==> config.mk <==
export PLATFORM = sky130hd
export DESIGN_NAME = aes_inv_round_ctrl_flat
export DESIGN_NICKNAME = d
export VERILOG_FILES = /design/src/rtl/aes_inv_round_ctrl_if.sv /design/src/rtl/aes_inv_round_ctrl.sv /design/src/flat_wrapper.sv
export SDC_FILE = /design/constraint.sdc
export NUM_CORES = 1
export LEC_CHECK = 0
export BUFFER_PORTS_ARGS = -buffer_cell sky130_fd_sc_hd__buf_2
export CAP_MARGIN = 20
export CORE_AREA = 2 2 257 259
export CTS_BUF_LIST = sky130_fd_sc_hd__clkbuf_4 sky130_fd_sc_hd__clkbuf_8
export DETAILED_ROUTE_END_ITERATION = 6
export DIE_AREA = 0 0 259 261
export GPL_TIMING_DRIVEN = 0
export PLACE_DENSITY = 0.43
export SLEW_MARGIN = 30
export SYNTH_ARGS = -nofsm -noshare
export SYNTH_HDL_FRONTEND = slang
export SYNTH_SLANG_ARGS = --single-unit
export TNS_END_PERCENT = 50
==> constraint.sdc <==
create_clock -name clk -period 2.7 [get_ports clk]
set_input_delay 0.135 -clock clk [delete_from_list [all_inputs] [get_ports clk]]
set_output_delay 0.135 -clock clk [all_outputs]
set_load 0.01 [all_outputs]
==> src/rtl/aes_inv_round_ctrl_if.sv <==
// Valid/ready stream pair of the AES decrypt path: ciphertext in, plaintext out.
interface aes_inv_round_ctrl_if;
    logic         in_valid;
    logic         in_ready;
    logic [127:0] in_data;
    logic         out_valid;
    logic         out_ready;
    logic [127:0] out_data;

    modport master (
        output in_valid, in_data, out_ready,
        input  in_ready, out_valid, out_data
    );

    modport slave (
        input  in_valid, in_data, out_ready,
        output in_ready, out_valid, out_data
    );
endinterface

==> src/rtl/aes_inv_round_ctrl.sv <==
// Iterative AES inverse-cipher sequencer: owns the state register and drives
// one shared combinational inverse-round datapath for NR rounds per block.
module aes_inv_round_ctrl #(
    parameter int NR  = 10,
    parameter int KAW = 4
) (
    input  logic                 clk,
    input  logic                 rst_n,
    aes_inv_round_ctrl_if.slave  strm,
    output logic [KAW-1:0]       key_addr,
    input  logic [127:0]         key_data,
    output logic [127:0]         rd_din,
    output logic                 rd_last,
    input  logic [127:0]         rd_dout,
    output logic                 busy,
    output logic [KAW-1:0]       rnd
);

    typedef enum logic [1:0] {
        IDLE,
        ROUND,
        DONE
    } state_t;

    localparam logic [KAW-1:0] RND_NR  = KAW'(NR);
    localparam logic [KAW-1:0] RND_ONE = KAW'(1);

    state_t         st_q, st_d;
    logic [127:0]   state_q, state_d;
    logic [KAW-1:0] rnd_q, rnd_d;
    logic           in_ready_c;
    logic           out_valid_c;

    always_ff @(posedge clk or negedge rst_n) begin
        if (!rst_n) begin
            st_q    <= IDLE;
            state_q <= '0;
            rnd_q   <= RND_NR;
        end else begin
            st_q    <= st_d;
            state_q <= state_d;
            rnd_q   <= rnd_d;
        end
    end

    always_comb begin
        st_d        = st_q;
        state_d     = state_q;
        rnd_d       = rnd_q;
        in_ready_c  = 1'b0;
        out_valid_c = 1'b0;
        key_addr    = rnd_q;
        rd_last     = 1'b0;
        case (st_q)
            IDLE: begin
                in_ready_c = 1'b1;
                key_addr   = RND_NR;
                // Initial AddRoundKey with rk[NR] is folded into the accept edge.
                if (strm.in_valid) begin
                    state_d = strm.in_data ^ key_data;
                    rnd_d   = RND_NR - RND_ONE;
                    st_d    = ROUND;
                end
            end
            ROUND: begin
                rd_last = (rnd_q == '0);
                state_d = rd_dout;
                if (rnd_q == '0) begin
                    st_d = DONE;
                end else begin
                    rnd_d = rnd_q - RND_ONE;
                end
            end
            DONE: begin
                out_valid_c = 1'b1;
                if (strm.out_ready) begin
                    st_d  = IDLE;
                    rnd_d = RND_NR;
                end
            end
            default: begin
                st_d = IDLE;
            end
        endcase
    end

    assign strm.in_ready  = in_ready_c;
    assign strm.out_valid = out_valid_c;
    assign strm.out_data  = state_q;
    assign rd_din         = state_q;
    assign busy           = (st_q == ROUND) || (st_q == DONE);
    assign rnd            = rnd_q;

endmodule

==> src/flat_wrapper.sv <==
// flat-port wrapper written by rule: the top's interface ports become plain ports
module aes_inv_round_ctrl_flat 
#(
    parameter int NR  = 10,
    parameter int KAW = 4
)
  (clk, rst_n, key_addr, key_data, rd_din, rd_last, rd_dout, busy, rnd, strm_in_valid, strm_in_data, strm_out_ready, strm_in_ready, strm_out_valid, strm_out_data);
  aes_inv_round_ctrl_if strm_i ();
  input  logic clk;
  input  logic rst_n;
  output logic [KAW-1:0] key_addr;
  input  logic [127:0] key_data;
  output logic [127:0] rd_din;
  output logic rd_last;
  input  logic [127:0] rd_dout;
  output logic busy;
  output logic [KAW-1:0] rnd;
  input wire logic [$bits(strm_i.in_valid)-1:0] strm_in_valid;
  input wire logic [$bits(strm_i.in_data)-1:0] strm_in_data;
  input wire logic [$bits(strm_i.out_ready)-1:0] strm_out_ready;
  output wire logic [$bits(strm_i.in_ready)-1:0] strm_in_ready;
  output wire logic [$bits(strm_i.out_valid)-1:0] strm_out_valid;
  output wire logic [$bits(strm_i.out_data)-1:0] strm_out_data;
  assign strm_i.in_valid = strm_in_valid;
  assign strm_i.in_data = strm_in_data;
  assign strm_i.out_ready = strm_out_ready;
  assign strm_in_ready = strm_i.in_ready;
  assign strm_out_valid = strm_i.out_valid;
  assign strm_out_data = strm_i.out_data;
  aes_inv_round_ctrl #(.NR(NR), .KAW(KAW)) u_core (.clk(clk), .rst_n(rst_n), .strm(strm_i), .key_addr(key_addr), .key_data(key_data), .rd_din(rd_din), .rd_last(rd_last), .rd_dout(rd_dout), .busy(busy), .rnd(rnd));
endmodule
After elaboration in Yosys (flattened, before gate mapping)
Index checks and enable logic that the tools add are counted.
{"block": "word_totals", "ram_bits": 0, "ff_bits": 134, "mem_count": 0, "latchBits": 0, "rom_bits": 0, "output_inout_bits": 268, "input_bits": 388, "word_cells": 33}
{"block": "op_classes", "muxes": 14, "reduce_logical": 8, "div": 0, "multipliers": 0, "shifts": 0, "n_addsub": 1, "eq_ne": 6, "n_bitwise": 1, "magnitude_cmp": 0}
{"operator": "case mux 128 bit (2 select lines)", "count": 1}
{"operator": "two-way mux 128 bit", "count": 1}
{"operator": "XOR 128 bit", "count": 1}
{"operator": "two-way mux 4 bit", "count": 4}
{"operator": "case mux 4 bit (3 select lines)", "count": 1}
{"operator": "two-way mux 2 bit", "count": 3}
{"operator": "inequality test 2 bit, second input constant", "count": 3}
{"operator": "case mux 2 bit (3 select lines)", "count": 1}
{"operator": "zero test 4 bit", "count": 1}
{"operator": "AND reduction 4 bit", "count": 1}
{"operator": "subtractor 4 x 1 -> 4 bit, second input constant", "count": 1}
{"operator": "two-way mux 1 bit", "count": 3}
{"operator": "AND reduction 3 bit", "count": 1}
{"operator": "nonzero test 3 bit", "count": 1}
{"operator": "equality test 2 x 1 -> 1 bit, second input constant", "count": 1}
{"operator": "equality test 2 bit, second input constant", "count": 1}
{"operator": "zero test 2 bit", "count": 1}
{"operator": "inequality test 2 x 1 -> 1 bit, second input constant", "count": 1}
{"operator": "AND reduction 2 bit", "count": 1}
{"operator": "nonzero test 2 bit", "count": 1}
{"operator": "logical OR 1 bit", "count": 1}

Longest topological paths before layout
Gate-level depths: netlist of run 1.
{"block": "depth", "depth_word": 3, "mapped_depth": 9, "mapped_depth_nobuf": 6}

Worst setup path after synthesis of run 1
Ideal clock, no wire load.
{"block": "synth_path", "path_kind": "register to register", "from": "register u_core.st_q[0]", "to": "register u_core.rnd_q[3], in the netlist u_core.rnd[3]", "setup_ns": 0.085, "path_stages_with_launch": 7, "t_arrival_ns": 1.732, "setup_slack_ns": 0.883, "period_less_slack_ns": 1.817, "n_path_buf": 0, "t_required_ns": 2.615, "path_cell_list": "dfrtp_1 inv_1 ha_1 inv_1 a311oi_2 and2_4 mux2_1"}
{"block": "synth_via", "elab_chain_len": 3, "elab_cells_between_ends": 9, "cone_classes": "eq/ne (5); mux (1); reduce/logical (3)"}
{"element": "start, declared", "line": "aes_inv_round_ctrl.sv:28", "rtl": "state_t st_q, st_d;"}
{"element": "start signal, assigned", "line": "aes_inv_round_ctrl.sv:40", "rtl": "st_q <= st_d;"}
{"element": "equality test 2 x 1 -> 1 bit, or another cell as far along", "line": "aes_inv_round_ctrl.sv:54", "rtl": "case (st_q)"}
{"element": "inequality test 2 bit (no line) or nonzero test 3 bit (tied branches)"}
{"element": "AND reduction 4 bit (no line)"}
{"element": "end signal, assigned", "line": "aes_inv_round_ctrl.sv:42", "rtl": "rnd_q <= rnd_d;"}
{"element": "end, declared", "line": "aes_inv_round_ctrl.sv:30", "rtl": "logic [KAW-1:0] rnd_q, rnd_d;"}
Parallel ways exist; a longest one is shown, timed or not.
A chain may end at the register's enable or synchronous reset.

Final worst setup path of run 1
{"block": "layout_path", "from": "register u_core.st_q[1]", "to": "register u_core.state_q[88], in the netlist u_core.rd_din[88]"}
{"block": "layout_via", "elab_chain_len": 3, "elab_cells_between_ends": 6, "cone_classes": "eq/ne (2); mux (1); reduce/logical (3)"}
{"element": "equality test 2 x 1 -> 1 bit or zero test 2 bit (tied branches)", "line": "aes_inv_round_ctrl.sv:54"}
{"element": "nonzero test 2 bit (no line) or inequality test 2 bit (tied branches)"}
{"element": "AND reduction 2 bit (no line)"}
{"element": "end signal, assigned", "line": "aes_inv_round_ctrl.sv:41", "rtl": "state_q <= state_d;"}
{"element": "end, declared", "line": "aes_inv_round_ctrl.sv:29", "rtl": "logic [127:0] state_q, state_d;"}
Parallel ways exist; a longest one is shown, timed or not.

==> flow_summary.html, run 1 <==
<table>
<tr><th>Metric</th><th>Value</th></tr>
<tr><th colspan="2">Cells and area</th></tr>
<tr><td>Area Overhead vs Synth</td><td>98.2%</td></tr>
<tr><td>Count of nets after finishing</td><td>roughly 2.4k</td></tr>
<tr><td>Most common cell after layout, fill and taps aside</td><td>buf_2</td></tr>
<tr><td>Fin cells</td><td>slightly below 3k</td></tr>
<tr><td>Share of layout cells above drive strength 1</td><td>44.0%</td></tr>
<tr><td>Non-Filler Cell Area, Final</td><td>16700 µm²</td></tr>
<tr><td>Register area</td><td>3360 µm²</td></tr>
<tr><td>Post-layout utilization of the core</td><td>25.7%</td></tr>
<tr><td>Commonest cells after routing, fill and taps aside</td><td>678 x buf_2, 347 x dlygate4sd3_1, 132 x dfrtp_1</td></tr>
<tr><td>Area of the multi-input gates</td><td>3780 µm²</td></tr>
<tr><td>Filler Cell Count</td><td>around 7k</td></tr>
<tr><th colspan="2">Power</th></tr>
<tr><td>Cell leakage power</td><td>8.17 nW</td></tr>
<tr><td>Part of the total power dissipated in the clock network</td><td>10.7%</td></tr>
<tr><td>Internal Power</td><td>8.57 mW</td></tr>
<tr><td>Power share of the sequential group</td><td>24.8%</td></tr>
<tr><td>Power Dens Cells</td><td>between 900 and 1000 nW/µm²</td></tr>
<tr><td>Power Total</td><td>16.3 mW</td></tr>
<tr><td>Net Sw Power</td><td>roughly 7.7 mW</td></tr>
<tr><td>Switching share of power</td><td>47.5%</td></tr>
<tr><td>Gate power share</td><td>64.4%</td></tr>
<tr><td>VDD IR max</td><td>387 µV</td></tr>
<tr><th colspan="2">Placed design</th></tr>
<tr><td>Routability Congestion</td><td>0.872</td></tr>
<tr><td>Total placed cells including tap cells</td><td>2524</td></tr>
<tr><td>Pre-CTS setup slack</td><td>-0.162 ns</td></tr>
<tr><td>Total placed instance area</td><td>12800 µm²</td></tr>
<tr><td>Post-detailed-placement half-perimeter wirelength</td><td>32900 µm</td></tr>
<tr><td>Number of input and output port buffers inserted</td><td>between 600 and 700</td></tr>
<tr><th colspan="2">Yosys</th></tr>
<tr><td>Cell area after synthesis</td><td>8420 µm²</td></tr>
<tr><td>Distinct cell type count of the synthesized netlist</td><td>35</td></tr>
<tr><td>Synth Area in Simple Gates</td><td>a little over an eighth</td></tr>
<tr><td>Synth Area in Compound Gates</td><td>17.1%</td></tr>
<tr><td>Largest family of logic cells by synthesized area</td><td>compound AO/OA/AOI/OAI gates</td></tr>
<tr><td>Synthesized instance count</td><td>1004</td></tr>
<tr><td>Synthesized Nets</td><td>1397</td></tr>
<tr><td>Yosys warns</td><td>0</td></tr>
<tr><td>Area share of xor/xnor cells in the synthesized design</td><td>13.4%</td></tr>
<tr><td>Mux share of post-synthesis cell area</td><td>0.416%</td></tr>
<tr><td>Synthesized-area fraction occupied by adder cells</td><td>0.743%</td></tr>
<tr><td>Seq/Total Area, Yosys</td><td>39.9%</td></tr>
<tr><td>Avg Cell Area, Syn</td><td>~8.4 µm²</td></tr>
<tr><td>Yosys reg bits</td><td>between 100 and 150</td></tr>
<tr><th colspan="2">Timing</th></tr>
<tr><td>Tightest slew margin relative to the limit</td><td>58.1%</td></tr>
<tr><td>Clk_skew</td><td>0.0163 ns</td></tr>
<tr><td>Final period util</td><td>92.7%</td></tr>
<tr><td>Highest Clock Rate</td><td>400 MHz</td></tr>
<tr><td>Slew @ Worst Pin</td><td>0.629 ns</td></tr>
<tr><td>Smallest setup slack after layout</td><td>roughly 0.2 ns</td></tr>
<tr><td>Setup TNS</td><td>0 ns</td></tr>
<tr><td>Final period demand of the worst path</td><td>between 2 and 3 ns</td></tr>
<tr><td>Setup repair after global routing missed its margin</td><td>true</td></tr>
<tr><td>Number of slew-limit violations in the final report</td><td>0</td></tr>
<tr><td>Worst hold slack</td><td>0.0810 ns</td></tr>
<tr><td>Hold violation total from the final report</td><td>0</td></tr>
<tr><td>Setup-failing EPs final</td><td>0</td></tr>
<tr><th colspan="2">Clock tree</th></tr>
<tr><td>Level count of the clock H-tree</td><td>4</td></tr>
<tr><td>Clock Latency Late Sink</td><td>0.53 ns</td></tr>
<tr><td>Worst-case clock buffer depth</td><td>2</td></tr>
<tr><td>Clock slew at the register clock pins of the worst setup and hold paths</td><td>0.08 ns</td></tr>
<tr><td>Clock tree from TritonCTS</td><td>done</td></tr>
<tr><td>Inserted Clock Buffers</td><td>17</td></tr>
<tr><td>Number of sinks on the clock net</td><td>around 130</td></tr>
<tr><td>Clock root buffer</td><td>clkbuf_8</td></tr>
<tr><th colspan="2">Worst setup path</th></tr>
<tr><td>Type of element capturing the critical path</td><td>flop</td></tr>
<tr><td>Largest fanout on the critical path</td><td>10</td></tr>
<tr><td>Worst flop-to-flop path endpoint</td><td>u_core.rd_din[88]</td></tr>
<tr><td>Startpoint of the most critical setup path</td><td>u_core.st_q[1]</td></tr>
<tr><td>CP required</td><td>3.14 ns</td></tr>
<tr><td>Reg-to-Reg Start</td><td>u_core.st_q[1]</td></tr>
<tr><td>End point of the critical path</td><td>u_core.rd_din[88]</td></tr>
<tr><td>Arrival @ worst endpoint</td><td>2.95 ns</td></tr>
<tr><td>Worst reg2reg setup slack</td><td>0.20 ns</td></tr>
<tr><td>Worst Path Class, Setup</td><td>flop to flop</td></tr>
<tr><td>Worst Setup Start Kind</td><td>flop</td></tr>
<tr><td>Worst r2r path cells</td><td>7</td></tr>
<tr><th colspan="2">Routing</th></tr>
<tr><td>Uppermost routed layer</td><td>met4</td></tr>
<tr><td>Antenna-violating nets left</td><td>0</td></tr>
<tr><td>Vias</td><td>between 10k and 15k</td></tr>
<tr><td>Number of detailed-routing iterations run before antenna repair</td><td>5</td></tr>
<tr><td>Wirelength, routed</td><td>approximately 44000 µm</td></tr>
<tr><td>DRC violation count after routing</td><td>0</td></tr>
<tr><td>WL met3</td><td>2290 µm</td></tr>
<tr><td>Routed length per instance</td><td>approximately 15 µm</td></tr>
<tr><td>Violation count after the first detailed-route iteration</td><td>just under 400</td></tr>
<tr><td>Met2 wire length</td><td>22600 µm</td></tr>
<tr><td>Number of vias per cell</td><td>3.68</td></tr>
<tr><td>Sum of routed wire segments on met1</td><td>17600 µm</td></tr>
<tr><th colspan="2">Floorplan</th></tr>
<tr><td>Die boundary width</td><td>259 µm</td></tr>
<tr><td>Initial Utilization</td><td>12.9%</td></tr>
<tr><td>Number of top-level pins</td><td>approximately 660</td></tr>
<tr><td>Die Outline Area</td><td>between 60000 and 70000 µm²</td></tr>
<tr><td>DIE HEIGHT</td><td>around 260 µm</td></tr>
<tr><td>Placeable core region</td><td>approximately 65000 µm²</td></tr>
<tr><td>Standard-cell rows</td><td>94</td></tr>
<tr><th colspan="2">Global routing</th></tr>
<tr><td>Maximum number of pins on one net before global-route repair</td><td>69</td></tr>
<tr><td>Residual overflow from global routing</td><td>0</td></tr>
<tr><td>GRT Resource Usage Total</td><td>12.4%</td></tr>
<tr><td>Via count of the first global-routing pass</td><td>10.8k</td></tr>
<tr><td>Number of antenna violations at the first check in global routing</td><td>3</td></tr>
<tr><td>Global-route wire length before repair</td><td>62800 µm</td></tr>
<tr><th colspan="2">Outcome</th></tr>
<tr><td>Status</td><td>completed</td></tr>
<tr><th colspan="2">Worst hold path</th></tr>
<tr><td>Type of the worst min-delay path</td><td>input port to flop</td></tr>
<tr><th colspan="2">Flow run</th></tr>
<tr><td>Max-Cap Viols</td><td>0</td></tr>
</table>
==> power groups by stage <==
stage	registers, mW	clock network [mW]	logic (mW)
floorplan	4.19	0	5.53
global placement	4.06	0	10.0
detailed placement	4.09	0	10.1
CTS	4.07	1.88	10.6
global route	4.19	1.93	11.6
finish	4.05	1.75	10.5
==> cells by family after synthesis <==
group,count (synthesis)
and+or+nand+nor,273
AOI/OAI and AO/OA,267
buffers and inverters,193
DFF,134
xor gates and xnor gates,129
adders and majority gates,5
muxes,3
==> how the worst min path moves through the flow <==
stage	start	end	depth (start not counted)
after floorplan	rst_n	u_core.rd_din[0]	0
after global routing	strm_in_data[45]	u_core.rd_din[45]	5
after detailed placement	rst_n	u_core.rd_din[48]	1
after global placement	rd_dout[83]	u_core.rd_din[83]	3
final	strm_in_data[124]	u_core.rd_din[124]	5
after CTS	strm_in_data[32]	u_core.rd_din[32]	5
==> worst max-delay path: stages, from the launching register on <==
cell and delay, ns:
dfrtp_1 0.41, inv_1 0.09, ha_1 0.21, buf_2 0.37, buf_2 0.46, clkbuf_1 0.54
a21oi_1 0.16, o21ai_2 0.14
==> state kept, by name (all words and copies together) (netlist names) <==
register       count
u_core.rnd         4
u_core.rd_din    128
u_core.st_q        2
==> synthesized netlist by cell type <==
cell type	n	share of area (%)
dfrtp_1	132	39
nor2_1	131	5.8
xnor2_1	129	13
a21oi_1	128	7.6
buf_4	128	11
nand2_1	114	5.1
o21ai_0	91	5.4
buf_2	23	1.4
clkbuf_1	21	0.94
nand2_2	20	1.5
o21ai_1	20	1.2
o21ai_2	20	2.1
inv_1	7	0.31
buf_6	5	0.67
ha_1	5	0.74
buf_1	4	0.18
nor2b_1	3	0.22
buf_8	2	0.36
clkbuf_2	2	0.12
dfstp_2	2	0.62
nor3b_1	2	0.18
o22ai_1	2	0.15
a311oi_2	1	0.18
a32o_1	1	0.12
and2_4	1	0.10
inv_2	1	0.045
mux2_1	1	0.13
mux2i_1	1	0.12
mux2i_2	1	0.16
nor3_1	1	0.059
o211ai_1	1	0.089
o22a_1	1	0.10
o2bb2ai_1	1	0.10
o31ai_1	1	0.089
or2_2	1	0.074
==> layer usage <==
layer / up-vias / track usage (%)
met1: 4971 / 14.3
met4: 0 / 5.60
li1: 5185 / -
met5: - / 0
met3: 56 / 2.31
met2: 464 / 22.4
==> layout make-up <==
type / instances / area share, %
inverter: 8 / 0.180
antenna: 1 / 0.0150
tap: 864 / 6.48
buffer: 185 / 7.63
clock inverter: 8 / 0.615
clock buffer: 22 / 1.66
timing repair buffer: 1003 / 40.7
sequential: 134 / 20.1
multi-input combinational: 677 / 22.6
==> repair_timing <==
action | 4_1_cts | 5_1_grt
gates resized for setup | 1 | 4
endpoints found under the setup margin | 10 | 33
hold endpoints to repair | 264 | 0
hold buffers | 347 | 0
buffers inserted | 0 | 0
(Power assumes the default switching activity.)
==> run 2: changes to the inputs <==
Settings changed: CORE_AREA 2 2 257 259 to 3 3 256 258.
Clock period 2.7 ns to 2.6 ns, I/O delays scaled along.
==> run 2 against run 1 <==
  * Sequential cell count is the same
  * Largest power group unchanged
  * Non-clock buffer count shrank 18
  * Sequential power grew 3%
  * Sequential share of layout area grew 0.18 points
==> flow_summary.html, run 2 (synthesis gave the netlist of run 1 again) <==
<table>
<tr><th>Metric</th><th>Value</th></tr>
<tr><th colspan="2">Timing</th></tr>
<tr><td>Number of slew-limit violations in the final report</td><td>0 (unchanged)</td></tr>
<tr><td>Final period demand of the worst path</td><td>2.42 ns (-0.0801 ns)</td></tr>
<tr><td>Setup TNS</td><td>0 ns (unchanged)</td></tr>
<tr><td>Highest Clock Rate</td><td>413 MHz (+3.3%)</td></tr>
<tr><td>Clk_skew</td><td>0.0142 ns (-0.00210 ns)</td></tr>
<tr><td>Setup repair after global routing missed its margin</td><td>false</td></tr>
<tr><td>Hold violation total from the final report</td><td>0 (unchanged)</td></tr>
<tr><td>Final period util</td><td>93.2% (+0.48 points)</td></tr>
<tr><td>Tightest slew margin relative to the limit</td><td>46.1% (-12 points)</td></tr>
<tr><td>Slew @ Worst Pin</td><td>0.808 ns (+0.180 ns)</td></tr>
<tr><td>Setup-failing EPs final</td><td>0 (unchanged)</td></tr>
<tr><th colspan="2">Routing</th></tr>
<tr><td>DRC violation count after routing</td><td>0 (unchanged)</td></tr>
<tr><td>Number of vias per cell</td><td>3.70 (+0.59%)</td></tr>
<tr><td>Wirelength, routed</td><td>44400 µm (+1.2%)</td></tr>
<tr><td>Routed length per instance</td><td>15.5 µm (+2.3%)</td></tr>
<tr><td>Violation count after the first detailed-route iteration</td><td>313 (-19%)</td></tr>
<tr><td>Number of detailed-routing iterations run before antenna repair</td><td>4 (-1)</td></tr>
<tr><td>Antenna-violating nets left</td><td>0 (unchanged)</td></tr>
<tr><td>Vias</td><td>10.6k (-0.52%)</td></tr>
<tr><th colspan="2">Cells and area</th></tr>
<tr><td>Area Overhead vs Synth</td><td>96.4%</td></tr>
<tr><td>Count of nets after finishing</td><td>2401 (-0.74%)</td></tr>
<tr><td>Share of layout cells above drive strength 1</td><td>44.4% (+0.35 points)</td></tr>
<tr><td>Flip-flop count of the largest register, all copies and words added</td><td>128 (unchanged)</td></tr>
<tr><td>Most common cell after layout, fill and taps aside</td><td>buf_2</td></tr>
<tr><td>Post-layout utilization of the core</td><td>26.2% (+0.51 points)</td></tr>
<tr><td>Commonest cells after routing, fill and taps aside</td><td>675 x buf_2, 329 x dlygate4sd3_1, 132 x dfrtp_1</td></tr>
<tr><th colspan="2">Clock tree</th></tr>
<tr><td>Clock Latency Late Sink</td><td>0.51 ns (-0.02 ns)</td></tr>
<tr><td>Level count of the clock H-tree</td><td>4 (unchanged)</td></tr>
<tr><td>Worst-case clock buffer depth</td><td>2 (unchanged)</td></tr>
<tr><td>Clock root buffer</td><td>clkbuf_8</td></tr>
<tr><td>Inserted Clock Buffers</td><td>17 (unchanged)</td></tr>
<tr><td>Clock tree from TritonCTS</td><td>done</td></tr>
<tr><td>Clock slew at the register clock pins of the worst setup and hold paths</td><td>0.08 ns (about the same)</td></tr>
<tr><td>Number of sinks on the clock net</td><td>134 (unchanged)</td></tr>
<tr><th colspan="2">Power</th></tr>
<tr><td>Cell leakage power</td><td>8.10 nW (-0.81%)</td></tr>
<tr><td>Power Dens Cells</td><td>1020 nW/µm² (+4.5%)</td></tr>
<tr><td>VDD IR max</td><td>523 µV (+35%)</td></tr>
<tr><td>Power Total</td><td>16.9 mW (+3.6%)</td></tr>
<tr><th colspan="2">Worst hold path</th></tr>
<tr><td>Type of the worst min-delay path</td><td>input port to flop</td></tr>
<tr><td>Hold path startpoint</td><td>strm_in_data[34]</td></tr>
<tr><th colspan="2">Global routing</th></tr>
<tr><td>GRT Resource Usage Total</td><td>12.8% (+0.32 points)</td></tr>
<tr><td>Residual overflow from global routing</td><td>0 (unchanged)</td></tr>
<tr><td>Via count of the first global-routing pass</td><td>11.2k (+4.0%)</td></tr>
<tr><td>Maximum number of pins on one net before global-route repair</td><td>70 (+1.4%)</td></tr>
<tr><td>Global-route wire length before repair</td><td>65200 µm (+3.7%)</td></tr>
<tr><td>Number of antenna violations at the first check in global routing</td><td>7 (+4)</td></tr>
<tr><th colspan="2">Placed design</th></tr>
<tr><td>Post-detailed-placement half-perimeter wirelength</td><td>34000 µm (+3.4%)</td></tr>
<tr><td>Routability Congestion</td><td>0.855 (-1.9%)</td></tr>
<tr><td>Number of input and output port buffers inserted</td><td>655 (unchanged)</td></tr>
<tr><th colspan="2">Worst setup path</th></tr>
<tr><td>CP required</td><td>3.02 ns (-0.12 ns)</td></tr>
<tr><td>Worst Path Class, Setup</td><td>flop to flop</td></tr>
<tr><td>Worst Setup Start Kind</td><td>flop</td></tr>
<tr><td>Arrival @ worst endpoint</td><td>2.84 ns (-0.11 ns)</td></tr>
<tr><td>Largest fanout on the critical path</td><td>10 (unchanged)</td></tr>
<tr><td>Type of element capturing the critical path</td><td>flop</td></tr>
<tr><td>Startpoint of the most critical setup path</td><td>u_core.st_q[1]</td></tr>
<tr><td>Reg-to-Reg Start</td><td>u_core.st_q[1]</td></tr>
<tr><th colspan="2">Floorplan</th></tr>
<tr><td>Standard-cell rows</td><td>92 (-2.1%)</td></tr>
<tr><td>DIE HEIGHT</td><td>261 µm (unchanged)</td></tr>
<tr><td>Initial Utilization</td><td>13.3% (+0.38 points)</td></tr>
<tr><td>Die boundary width</td><td>259 µm (unchanged)</td></tr>
<tr><td>Number of top-level pins</td><td>656 (unchanged)</td></tr>
<tr><td>Placeable core region</td><td>63200 µm² (-2.8%)</td></tr>
<tr><td>Die Outline Area</td><td>67600 µm² (unchanged)</td></tr>
<tr><th colspan="2">Outcome</th></tr>
<tr><td>Status</td><td>completed</td></tr>
<tr><th colspan="2">Flow run</th></tr>
<tr><td>Max-Cap Viols</td><td>0 (unchanged)</td></tr>
</table>
run 2: critical path, cell delays in order (launching register included):
cell and delay (ns):
dfrtp_1 0.40, inv_1 0.09, ha_1 0.21, buf_2 0.38, clkbuf_4 0.45, clkbuf_1 0.46, a21oi_1 0.15, o21ai_0 0.18
run 2: final cells by class:
cell class / instances / area (µm²)
multi-input combinational: 677 / 3780
buffer: 185 / 1280
clock inverter: 13 / 170
sequential: 134 / 3360
tap: 846 / 1060
fill: 6769 / 46700
clock buffer: 19 / 255
timing repair buffer: 985 / 6610
inverter: 8 / 30.0
antenna: 3 / 7.51
run 2: worst paths after layout:
| kind | slack, ns | end | depth (start not counted) |
|---|---|---|---|
| max in group asynchronous | 1.66 | u_core.rd_din[16] | 3 |
| min reg2reg | 0.52 | u_core.rd_din[89] | 2 |
| min in group asynchronous | 0.15 | u_core.rd_din[73] | 2 |
| max reg2reg | 0.18 | u_core.rd_din[4] | 7 |
| max | 0.18 | u_core.rd_din[4] | 7 |
| min | 0.07 | u_core.rd_din[34] | 5 |
run 2: through the flow:
| step | instances | setup slack (ns) | cell area [µm²] | hold WS (ns) |
|---|---|---|---|---|
| floorplan | 1004 | 0.783 | 8420 | -0.166 |
| global placement | 2505 | -0.674 | 12800 | 0.402 |
| detailed placement | 2506 | -0.223 | 12800 | 0.118 |
| CTS | 2867 | 0.0366 | 16500 | 0.000265 |
| global route | 2870 | 0.00417 | 16500 | 0.00954 |
| finish | 2870 | 0.178 | 16500 | 0.0744 |
run 2: layer usage:
metal	vias up	track usage (%)	share of wire, %
li1	5154	-	-
met1	4947	14.0	38
met2	451	23.4	52
met3	67	3.14	6.6
met4	2	5.50	3.2
met5	-	0	0.029
run 2: report_power, final:
part / switching [mW] / leakage (nW) / total (mW) / internal, mW
clock network: 0.964 / 0.207 / 1.96 / 0.995
logic: 5.94 / 6.23 / 10.8 / 4.81
registers: 1.03 / 1.66 / 4.18 / 3.15
run 2: timing repair:
action,4_1_cts,5_1_grt
setup endpoints to repair,20,46
gates resized for setup,3,3
setup buffers,0,0
endpoints found under the hold margin,228,0
hold buffers,329,0
==> run 3: changes to the inputs <==
Settings changed: BUFFER_PORTS_ARGS -buffer_cell sky130_fd_sc_hd__buf_2 to -buffer_cell sky130_fd_sc_hd__buf_4, CORE_AREA 3 3 256 258 to 2 2 253 255, DIE_AREA 0 0 259 261 to 0 0 255 257, PLACE_DENSITY 0.43 to 0.45.
Clock period 2.6 ns to 1.95 ns, I/O delays scaled along.
==> run 3 against run 2 <==
  * Sequential cell count unchanged
  * Hold slack got worse by 0.0015 ns
  * Clock power rose by 40%
  * First-iteration DRC count is 40% higher
  * Power is 59% higher
  * Highest routed layer is now met4
  * Sequential share of layout area shrank 2.8 points
  * Critical endpoint is now u_core.rnd[3]
  * Design area grew 16%
  * Worst setup slack lost 0.13 ns
  * Fmax increased by 27%
  * Clock skew increased by 0.00061 ns
  * Critical path depth unchanged
==> flow_summary.html, run 3 (synthesis gave the netlist of run 1 again) <==
<table>
<tr><th>Metric</th><th>Value</th></tr>
<tr><th colspan="2">Outcome</th></tr>
<tr><td>Status</td><td>completed</td></tr>
<tr><th colspan="2">Timing</th></tr>
<tr><td>Clk_skew</td><td>0.0148 ns (+0.000612 ns)</td></tr>
<tr><td>Final period demand of the worst path</td><td>1.91 ns (-0.516 ns)</td></tr>
<tr><td>Slew @ Worst Pin</td><td>0.558 ns (-0.250 ns)</td></tr>
<tr><td>Worst hold slack</td><td>0.0730 ns (-0.00148 ns)</td></tr>
<tr><td>Hold violation total from the final report</td><td>0 (unchanged)</td></tr>
<tr><td>Setup-failing EPs final</td><td>0 (unchanged)</td></tr>
<tr><td>Tightest slew margin relative to the limit</td><td>62.8% (+17 points)</td></tr>
<tr><td>Highest Clock Rate</td><td>525 MHz (+27%)</td></tr>
<tr><td>Smallest setup slack after layout</td><td>0.0438 ns (-0.134 ns)</td></tr>
<tr><td>Setup repair after global routing missed its margin</td><td>true</td></tr>
<tr><td>Number of slew-limit violations in the final report</td><td>0 (unchanged)</td></tr>
<tr><td>Final period util</td><td>97.8% (+4.6 points)</td></tr>
<tr><th colspan="2">Global routing</th></tr>
<tr><td>GRT Resource Usage Total</td><td>15.1% (+2.4 points)</td></tr>
<tr><td>Global-route wire length before repair</td><td>72300 µm (+11%)</td></tr>
<tr><td>Maximum number of pins on one net before global-route repair</td><td>73 (+4.3%)</td></tr>
<tr><td>Residual overflow from global routing</td><td>0 (unchanged)</td></tr>
<tr><td>Via count of the first global-routing pass</td><td>11.7k (+4.9%)</td></tr>
<tr><td>Number of antenna violations at the first check in global routing</td><td>5 (-2)</td></tr>
<tr><th colspan="2">Cells and area</th></tr>
<tr><td>Post-layout utilization of the core</td><td>30.6% (+4.4 points)</td></tr>
<tr><td>Non-Filler Cell Area, Final</td><td>19200 µm² (+16%)</td></tr>
<tr><td>Flip-flop count of the largest register, all copies and words added</td><td>128 (unchanged)</td></tr>
<tr><td>Filler Cell Count</td><td>6574 (-2.9%)</td></tr>
<tr><td>Share of layout cells above drive strength 1</td><td>45.6% (+1.2 points)</td></tr>
<tr><td>Area Overhead vs Synth</td><td>128%</td></tr>
<tr><td>Commonest cells after routing, fill and taps aside</td><td>800 x buf_4, 376 x dlygate4sd3_1, 132 x dfrtp_1</td></tr>
<tr><td>Most common cell after layout, fill and taps aside</td><td>buf_4</td></tr>
<tr><td>Count of nets after finishing</td><td>2466 (+2.7%)</td></tr>
<tr><th colspan="2">Clock tree</th></tr>
<tr><td>Clock slew at the register clock pins of the worst setup and hold paths</td><td>0.08 ns (about the same)</td></tr>
<tr><td>Clock Latency Late Sink</td><td>0.55 ns (+0.04 ns)</td></tr>
<tr><td>Clock tree from TritonCTS</td><td>done</td></tr>
<tr><td>Clock root buffer</td><td>clkbuf_8</td></tr>
<tr><td>Number of sinks on the clock net</td><td>134 (unchanged)</td></tr>
<tr><td>Inserted Clock Buffers</td><td>17 (unchanged)</td></tr>
<tr><td>Level count of the clock H-tree</td><td>4 (unchanged)</td></tr>
<tr><td>Worst-case clock buffer depth</td><td>2 (unchanged)</td></tr>
<tr><th colspan="2">Worst setup path</th></tr>
<tr><td>Type of element capturing the critical path</td><td>flop</td></tr>
<tr><td>Largest fanout on the critical path</td><td>10 (unchanged)</td></tr>
<tr><td>Reg-to-Reg Start</td><td>u_core.st_q[1]</td></tr>
<tr><td>CP required</td><td>2.42 ns (-0.60 ns)</td></tr>
<tr><td>Worst flop-to-flop path endpoint</td><td>u_core.rnd[3]</td></tr>
<tr><td>Worst Path Class, Setup</td><td>flop to flop</td></tr>
<tr><td>Arrival @ worst endpoint</td><td>2.37 ns (-0.47 ns)</td></tr>
<tr><td>Worst Setup Start Kind</td><td>flop</td></tr>
<tr><td>Worst r2r path cells</td><td>7 (unchanged)</td></tr>
<tr><td>Startpoint of the most critical setup path</td><td>u_core.st_q[1]</td></tr>
<tr><td>Worst reg2reg setup slack</td><td>0.04 ns (-0.13 ns)</td></tr>
<tr><th colspan="2">Floorplan</th></tr>
<tr><td>Number of top-level pins</td><td>656 (unchanged)</td></tr>
<tr><td>DIE HEIGHT</td><td>257 µm (-1.5%)</td></tr>
<tr><td>Die boundary width</td><td>255 µm (-1.5%)</td></tr>
<tr><td>Placeable core region</td><td>62700 µm² (-0.73%)</td></tr>
<tr><td>Standard-cell rows</td><td>92 (unchanged)</td></tr>
<tr><td>Die Outline Area</td><td>65500 µm² (-3.1%)</td></tr>
<tr><td>Initial Utilization</td><td>13.4% (+0.098 points)</td></tr>
<tr><th colspan="2">Routing</th></tr>
<tr><td>DRC violation count after routing</td><td>0 (unchanged)</td></tr>
<tr><td>Number of detailed-routing iterations run before antenna repair</td><td>4 (unchanged)</td></tr>
<tr><td>Number of vias per cell</td><td>3.73 (+0.84%)</td></tr>
<tr><td>Antenna-violating nets left</td><td>0 (unchanged)</td></tr>
<tr><td>Routed length per instance</td><td>17.4 µm (+13%)</td></tr>
<tr><td>Vias</td><td>11.0k (+3.2%)</td></tr>
<tr><td>Wirelength, routed</td><td>51200 µm (+15%)</td></tr>
<tr><td>Violation count after the first detailed-route iteration</td><td>439 (+40%)</td></tr>
<tr><th colspan="2">Power</th></tr>
<tr><td>VDD IR max</td><td>518 µV (-0.83%)</td></tr>
<tr><td>Power Dens Cells</td><td>1400 nW/µm² (+37%)</td></tr>
<tr><td>Cell leakage power</td><td>9.05 nW (+12%)</td></tr>
<tr><th colspan="2">Worst hold path</th></tr>
<tr><td>WHS Path Cells</td><td>5 (unchanged)</td></tr>
<tr><td>Hold-critical path endpoint</td><td>u_core.rd_din[93]</td></tr>
<tr><td>Type of the worst min-delay path</td><td>input port to flop</td></tr>
<tr><td>Hold path startpoint</td><td>strm_in_data[93]</td></tr>
<tr><th colspan="2">Flow run</th></tr>
<tr><td>Max-Cap Viols</td><td>0 (unchanged)</td></tr>
<tr><th colspan="2">Placed design</th></tr>
<tr><td>Pre-CTS setup slack</td><td>-0.840 ns (-0.617 ns)</td></tr>
<tr><td>Post-detailed-placement half-perimeter wirelength</td><td>38600 µm (+14%)</td></tr>
<tr><td>Total placed instance area</td><td>14400 µm² (+13%)</td></tr>
<tr><td>Number of input and output port buffers inserted</td><td>655 (unchanged)</td></tr>
<tr><td>Routability Congestion</td><td>0.807 (-5.6%)</td></tr>
</table>
==> run 3: metal layers <==
metal | routed length, µm | global-route usage [%]
met2 | 25600 | 27.0
met4 | 2310 | 7.50
met5 | 0 | 0
met1 | 19200 | 15.8
met3 | 4120 | 4.95
==> run 3: area by class of cell <==
cell class              count  area (µm²)  share of cell area (%)
plain buffers             184        1470                    7.68
diodes                      4        10.0                  0.0522
well taps                 846        1060                    5.52
flip-flops and latches    134        3360                    17.5
multi-input cells         677        3840                    20.0
clock buffers              22         303                    1.58
inverters                   8        30.0                   0.157
repair buffers           1051        8960                    46.7
clock inverters            10         144                   0.750
==> run 3: stage by stage <==
step                      total power [mW]  TNS, ns  instances
after floorplan                       13.5        0       1004
after global placement                21.9   -67.00       2505
after detailed placement              22.1   -65.01       2506
after CTS                             26.9        0       2924
after global routing                  29.0  -0.0931       2934
final                                 26.8        0       2936
==> run 3: worst max-delay path by stage <==
| stage | to | depth (start not counted) |
|---|---|---|
| floorplan | u_core.rnd[3] | 6 |
| global placement | u_core.rd_din[93] | 7 |
| detailed placement | u_core.rd_din[95] | 7 |
| CTS | u_core.rd_din[77] | 10 |
| global route | rd_last | 6 |
| finish | u_core.rnd[3] | 7 |
==> run 3: what timing repair did <==
action                                  in CTS  in global routing
hold endpoints to repair                   264                  0
cloned                                       2                  2
endpoints found under the setup margin     134                132
pin swaps                                    1                  1
resized for setup                           63                 43
buffers inserted                             8                  7
hold buffers                               376                  0
==> run 3: worst max-delay path, stage by stage, from the launching register on <==
cell and delay (ns):
dfrtp_1 0.40, inv_2 0.09, ha_2 0.23, buf_12 0.17
inv_2 0.08, a311oi_4 0.33, and2_4 0.21, mux2_1 0.31
==> run 3: where the power goes <==
group          internal (mW)  switching [mW]  total (mW)
combinational           9.34            9.06        18.4
clock                   1.44            1.30        2.74
sequential              4.20            1.49        5.69
total                   15.0            11.9        26.8
